[src/rtl/grant_arbiter_4.sv]
// Four-way round-robin grant arbiter with a per-grant hold limit.
// Every output is registered. A one-cycle gap follows each grant before the next arbitration.
module grant_arbiter_4 #(
    parameter int unsigned MAX_HOLD = 8
) (
    input  logic       clk,
    input  logic       rst,
    input  logic [3:0] req,
    output logic [3:0] gnt_n,
    output logic [1:0] gnt_id,
    output logic       busy,
    output logic       timeout
);

    typedef enum logic [1:0] {
        ST_IDLE  = 2'd0,
        ST_GRANT = 2'd1,
        ST_GAP   = 2'd2
    } state_t;

    localparam logic [7:0] HOLD_LAST = 8'(MAX_HOLD - 1);

    state_t     state_r, state_nxt_s;
    logic [1:0] last_r, last_nxt_s;
    logic [7:0] hold_cnt_r, hold_cnt_nxt_s;
    logic [3:0] gnt_n_r, gnt_n_nxt_s;
    logic [1:0] gnt_id_r, gnt_id_nxt_s;
    logic       busy_r, busy_nxt_s;
    logic       timeout_r, timeout_nxt_s;
    logic [1:0] winner_s;

    // The search starts just after the previous winner, so that requester gets lowest priority.
    function automatic logic [1:0] rr_pick(input logic [3:0] r, input logic [1:0] last);
        logic [1:0] pick;
        logic [1:0] cand;
        logic       found;
        pick  = last;
        found = 1'b0;
        for (int k = 1; k <= 4; k++) begin
            cand = last + 2'(k);
            if (!found && r[cand]) begin
                pick  = cand;
                found = 1'b1;
            end
        end
        return pick;
    endfunction

    function automatic logic [3:0] decode_n(input logic [1:0] id);
        return ~(4'b0001 << id);
    endfunction

    assign winner_s = rr_pick(req, last_r);

    // State and registered-output storage.
    always_ff @(posedge clk) begin
        if (rst) begin
            state_r    <= ST_IDLE;
            last_r     <= 2'b11;
            hold_cnt_r <= 8'd0;
            gnt_n_r    <= 4'b1111;
            gnt_id_r   <= 2'b00;
            busy_r     <= 1'b0;
            timeout_r  <= 1'b0;
        end else begin
            state_r    <= state_nxt_s;
            last_r     <= last_nxt_s;
            hold_cnt_r <= hold_cnt_nxt_s;
            gnt_n_r    <= gnt_n_nxt_s;
            gnt_id_r   <= gnt_id_nxt_s;
            busy_r     <= busy_nxt_s;
            timeout_r  <= timeout_nxt_s;
        end
    end

    // Next-state selection.
    always_comb begin
        state_nxt_s = state_r;
        case (state_r)
            ST_IDLE: begin
                if (req != 4'b0000) begin
                    state_nxt_s = ST_GRANT;
                end else begin
                    state_nxt_s = ST_IDLE;
                end
            end
            ST_GRANT: begin
                if (!req[gnt_id_r] || (hold_cnt_r == HOLD_LAST)) begin
                    state_nxt_s = ST_GAP;
                end else begin
                    state_nxt_s = ST_GRANT;
                end
            end
            ST_GAP:  state_nxt_s = ST_IDLE;
            default: state_nxt_s = ST_IDLE;
        endcase
    end

    // Next values of the registered outputs, pointer and hold counter.
    always_comb begin
        last_nxt_s     = last_r;
        hold_cnt_nxt_s = hold_cnt_r;
        gnt_id_nxt_s   = gnt_id_r;
        gnt_n_nxt_s    = 4'b1111;
        busy_nxt_s     = 1'b0;
        timeout_nxt_s  = 1'b0;
        case (state_r)
            ST_IDLE: begin
                if (req != 4'b0000) begin
                    last_nxt_s     = winner_s;
                    gnt_id_nxt_s   = winner_s;
                    gnt_n_nxt_s    = decode_n(winner_s);
                    busy_nxt_s     = 1'b1;
                    hold_cnt_nxt_s = 8'd0;
                end else begin
                    busy_nxt_s = 1'b0;
                end
            end
            ST_GRANT: begin
                // A dropped request takes precedence over the limit, so no timeout is flagged.
                if (!req[gnt_id_r]) begin
                    timeout_nxt_s = 1'b0;
                end else if (hold_cnt_r == HOLD_LAST) begin
                    timeout_nxt_s = 1'b1;
                end else begin
                    hold_cnt_nxt_s = hold_cnt_r + 8'd1;
                    gnt_n_nxt_s    = gnt_n_r;
                    busy_nxt_s     = 1'b1;
                end
            end
            ST_GAP: begin
                busy_nxt_s = 1'b0;
            end
            default: begin
                busy_nxt_s = 1'b0;
            end
        endcase
    end

    assign gnt_n   = gnt_n_r;
    assign gnt_id  = gnt_id_r;
    assign busy    = busy_r;
    assign timeout = timeout_r;

endmodule

[config.mk]
export PLATFORM = sky130hd
export DESIGN_NAME = grant_arbiter_4
export DESIGN_NICKNAME = d
export VERILOG_FILES = /design/src/rtl/grant_arbiter_4.sv
export SDC_FILE = /design/constraint.sdc
export NUM_CORES = 1
export LEC_CHECK = 0
export ABC_AREA = 1
export BUFFER_PORTS_ARGS = -buffer_cell sky130_fd_sc_hd__buf_4
export CAP_MARGIN = 15
export CORE_MARGIN = 3
export CORE_UTILIZATION = 51
export DETAILED_ROUTE_END_ITERATION = 8
export PLACE_DENSITY = 0.83
export SLEW_MARGIN = 20
export SYNTH_ARGS = -nofsm -noshare
export SYNTH_HDL_FRONTEND = slang
export SYNTH_SLANG_ARGS = --single-unit
[constraint.sdc]
create_clock -name clk -period 1.4 [get_ports clk]
set_input_delay 0.28 -clock clk [delete_from_list [all_inputs] [get_ports clk]]
set_output_delay 0.28 -clock clk [all_outputs]
set_load 0.02 [all_outputs]
* Word level (Yosys, flattened, before mapping)
Cells that the tools add are included.
** Storage, ports and cells
- Flip-flop bits (word level) :: 20
- Logic and storage cells :: 73
- Input bits :: 6
- Output and inout bits :: 8
** Cells by class
- Equal/unequal tests :: 6
- Bitwise operators :: 3
- Add/subtract/negate cells :: 4
- Order comparisons :: 5
- Multiplexer cells :: 33
- Shift-type cells :: 1
- Reductions and logical operators :: 14
** Operators by type and width (number)
- 8-bit 2-to-1 mux :: 3
- 8-bit case mux with 2 select lines :: 1
- 2-bit by 3-bit < comparator with 1-bit output (second input constant) :: 5
- 1-bit 2-to-1 mux :: 13
- 4-bit 2-to-1 mux :: 3
- 1-bit binary-select mux with 2-bit select :: 5
- 2-bit 2-to-1 mux :: 5
- 8-bit by 1-bit adder with 8-bit output (second input constant) :: 1
- 8-bit by 3-bit equality test with 1-bit output (second input constant) :: 1
- 4-bit case mux with 2 select lines :: 1
- 2-bit inequality test (second input constant) :: 3
- 2-bit adder (second input constant) :: 2
- 1-bit zero test :: 4
- 4-bit NOT :: 1
- 2-bit case mux with 2 select lines :: 1
- 4-bit AND reduction :: 1
- 4-bit nonzero test :: 1
- 1-bit by 2-bit left shift with 4-bit output (first input constant) :: 1
- 1-bit logical AND :: 3
- 3-bit inequality test (second input constant) :: 1
- 3-bit OR reduction :: 1
- 2-bit by 1-bit adder with 2-bit output (second input constant) :: 1
- 2-bit by 1-bit equality test with 1-bit output (second input constant) :: 1
- 2-bit zero test :: 1
- 5 further kinds :: 6

* Longest topological paths before layout
- Depth in word-level cells :: 17
- Gate-level depth with buffers :: 14
- Depth with buffers taken out :: 13

* Worst setup path after synthesis
No wires, ideal clock.
- Path kind :: register -> register
- From :: register gnt_id_r[0] (netlist: gnt_id[0])
- To :: register hold_cnt_r[0]
- Arrival :: 1.283 ns
- Clock period less this slack :: 1.399 ns
- Setup time :: 0.116 ns
- Data required time :: 1.284 ns
- Path slack :: 0.001 ns
- Cell stages (with the launch flop) :: 8
- Buffers on the path :: 0
- Cell sequence :: dfxtp_1 -> nand2_1 -> a32oi_1 -> nand3_1 -> nand2_1 -> inv_1 -> nor2_1 -> nor2_1
** Between the ends
- Cells in the longest elaborated chain, start to end :: 4
** RTL lines
- start: declaration :: RTL line 27 : logic [1:0] gnt_id_r, gnt_id_nxt_s;
- start signal: assignment :: RTL line 70 : gnt_id_r <= gnt_id_nxt_s;
- 1-bit binary-select mux with 2-bit select :: RTL line 121 : if (!req[gnt_id_r]) begin
- 1-bit 2-to-1 mux (implied by the code) :: RTL line 121
- 2-bit inequality test (no source line)
- 4-bit AND reduction (no source line)
- end signal: assignment :: RTL line 68 : hold_cnt_r <= hold_cnt_nxt_s;
- end: declaration :: RTL line 25 : logic [7:0] hold_cnt_r, hold_cnt_nxt_s;
Every way passes these cells. The select of a mux whose other input is x is not followed.
A chain may end at the register's enable or synchronous reset.

* Final worst setup path
- From :: register last_r[1]
- To :: register gnt_n_r[1] (netlist: gnt_n[1])
** Between the ends
- Cells in the longest elaborated chain, start to end :: 17
- Elaborated cells on any way between the ends :: 28
- Those cells by class :: add/sub: 3; shift: 1; mux: 17; bitwise: 1; reduce/logical: 6
** RTL lines
- start: declaration :: RTL line 24 : logic [1:0] last_r, last_nxt_s;
- start signal: assignment :: RTL line 67 : last_r <= last_nxt_s;
- 2-bit by 1-bit adder with 2-bit output :: RTL line 40 : cand = last + 2'(k);
- 1-bit binary-select mux with 2-bit select :: RTL line 41 : if (!found && r[cand]) begin
- 1-bit 2-to-1 mux (implied by the code) :: RTL line 41
- 1-bit 2-to-1 mux :: RTL line 41
- 1-bit zero test :: RTL line 41
- 1-bit logical AND :: RTL line 41
- 1-bit 2-to-1 mux :: RTL line 41
- 1-bit zero test :: RTL line 41
- 1-bit logical AND :: RTL line 41
- 1-bit 2-to-1 mux :: RTL line 41
- 1-bit zero test :: RTL line 41
- 1-bit logical AND :: RTL line 41
- 2-bit 2-to-1 mux * :: RTL line 41
- 1-bit by 2-bit left shift with 4-bit output * :: RTL line 50 : return ~(4'b0001 << id);
- 4-bit NOT * :: RTL line 50
- 4-bit 2-to-1 mux * :: RTL line 109 : if (req != 4'b0000) begin
- 4-bit case mux with 2 select lines * :: RTL line 107 : case (state_r)
- end signal: assignment :: RTL line 69 : gnt_n_r <= gnt_n_nxt_s;
- end: declaration :: RTL line 26 : logic [3:0] gnt_n_r, gnt_n_nxt_s;
Mark *: on every way between the ends. The rest lies on a longest branch, timed or not. The select of a mux whose other input is x is not followed.

==> metrics <==
post-synth cell types 27; Final ANT Viol Nets 0; Overall Global Routing Usage 25.7%; final non-filler cell total 269; Mapped Cells 197; RSZ-0062 raised after global routing yes; die width 55.5 µm; CTS clk-pin slew, worst paths 120 ps; vias 1535; Period minus WS final 1520 ps; Max stage delay on crit path 400 ps; Setup TNS -912 ps; Multi-input gate area 978 µm²; post-route DRC violation count 0; Synth area leaders dfxtp_1 30%, nand2_1 22%, nand3_1 8.8%, inv_1 4.5%, nor2_1 4.5%; largest net degree at the start of global routing 13; layout cells sized above 1 46.9%; Critical Path RT 1630 ps; Critical Path, Cell by Cell inv_4 -> nand2_2 -> nand2_4 -> nand2_2 -> nand2_2 -> nand3_4 -> nand2_1 -> nand2_1 -> nor2_2 -> nand2_1 -> nand2_1 -> nand2_1; worst min path class in -> reg; Rel. slew slack 77.5%; H-tree depth 1; Max Cap Viol 0; via count of the first global-routing pass 1421; Die ar. 3080 µm²; WL/cell 15.7 µm; Routed WL 4220 µm; Core Area 2280 µm²; Cells after DPL 260; DP Area 1560 µm²; highest clock rate 657 MHz; initial core utilization 54.9%; Pre-antenna DRT Iters 4; Chip Height 55.5 µm; CP Data Arrival Time 1750 ps; Crit. End Element flip-flop; I/O Buffers 13; hpwl dp 2270 µm; Cell Pwr Density 1990 nW/µm²; Overall Power 3.73 mW; CTS tree built; Slowest-stage cell, CP dfxtp_4; Min Hold Slack 188 ps; CP top delay family simple AND/OR/NAND/NOR gates; # diodes 0; Yosys top cell by area dfxtp_1; fin util 82.4%; Syn Nets 204; commonest non-fill, non-tap cells in the layout 54 x nand2_1, 41 x buf_4, 16 x nand2_4; TritonCTS Buffers 3; Setup WS pre-CTS -111 ps; Via density 5.71; initial antenna violation count 0; Clock Latency Late Sink 320 ps; worst slew pin tran 335 ps; Yosys top cell area share 30.5%; Clock Tree Root clkbuf_4; Synth warnings 0; synthesized area 1250 µm²; Crit path buffers/inverters 1; commonest non-fill, non-tap cell in the layout nand2_1; CP Class reg -> reg; Setup Skew 16.7 ps; area grow syn2layout 50.2%; Worst setup SP type flip-flop; Final Hold Vio Count 0; Most common cell on crit path nand2_1; Yosys reg bits 19; first-pass GRT wire length 6300 µm; grt ovf 0; Final period util 109%; sequential area share after synthesis 30.5%; CP max FO 5; VDD IR max 1510 µV; Setup Viol. Count Final 14; Final Wtd Congestion 0.901; Lkg Pwr 0.918 nW; io pins 14; fillers 127; fin. max-slew vios 0; Final WS setup -121 ps; design area 1880 µm²; hold bufs inserted after CTS 0; # nets final 249; row count 17; initial DRC count 110; CTS Sinks 19; clk buf depth 2; Mapped Avg Cell Area 6.34 µm²; register area 395 µm²; status finished with violations; violated checks setup timing
what timing repair did:
action | 4_1_cts | 5_1_grt
pin swaps | 15 | 14
gates resized for setup | 34 | 40
endpoints found under the setup margin | 15 | 17
setup buffers | 4 | 2
flip-flops by register name, summed over array words and instances (netlist names):
signal / cells
timeout: 1
state_r: 1
gnt_n: 4
hold_cnt_r: 8
busy: 1
gnt_id: 2
last_r: 2
cells in the mapped netlist, drive strengths merged:
cell type / number
o211ai: 1
nand4: 2
ha: 1
nand3: 23
buf: 2
inv: 18
nand2: 86
nor3: 2
dfxtp: 19
o21ai: 4
a21oi: 9
clkinv: 2
nor3b: 3
xor2: 4
clkbuf: 2
nor2: 18
a32oi: 1
worst paths after layout:
check                             start                    endpoint  slack, ps  cells after the start
min reg2reg  hold_cnt_r[7]$_SDFFE_PP0P_  hold_cnt_r[7]$_SDFFE_PP0P_        540                      2
max reg2reg      last_r[1]$_SDFFE_PP1P_       gnt_n[1]$_SDFFE_PP1P_       -120                     12
max              last_r[1]$_SDFFE_PP1P_       gnt_n[1]$_SDFFE_PP1P_       -120                     12
min                                 rst  hold_cnt_r[1]$_SDFFE_PP0P_        190                      2
cell families after synthesis:
| kind of cell | count (synthesis) | synth area share [%] |
|---|---|---|
| and+or+nand+nor | 134 | 49.7 |
| AOI/OAI and AO/OA | 15 | 7.11 |
| adders and majority gates | 1 | 1.00 |
| xor gates and xnor gates | 4 | 2.81 |
| DFF | 19 | 30.5 |
| buffers and inverters | 24 | 8.92 |
layout make-up:
class | count | area share [%]
Sequential cell | 19 | 21.1
Multi-Input combinational cell | 154 | 52.2
Clock buffer | 3 | 1.20
Timing Repair Buffer | 44 | 18.2
Inverter | 20 | 5.20
Tap cell | 28 | 1.87
Clock inverter | 1 | 0.267
routing by layer:
layer	track usage, %	share of wire (%)
met3	4.21	6.1
met2	44.6	51
met5	0	0
met1	30.3	38
met4	12.5	5.5
power by group:
part | switching (mW) | leakage [nW] | total (mW) | internal [mW]
clock network | 0.182 | 0.0177 | 0.289 | 0.107
logic | 1.59 | 0.743 | 2.62 | 1.03
registers | 0.145 | 0.158 | 0.820 | 0.675
worst register-to-register path: stages, from the launching register on:
cell     delay (ps)
dfxtp_4         400
inv_4           100
nand2_2          70
nand2_4          90
nand2_2          80
nand2_2         130
nand3_4         130
nand2_1          90
nand2_1          60
nor2_2          110
nand2_1          70
nand2_1          60
nand2_1          40
(Power assumes the default switching activity.)
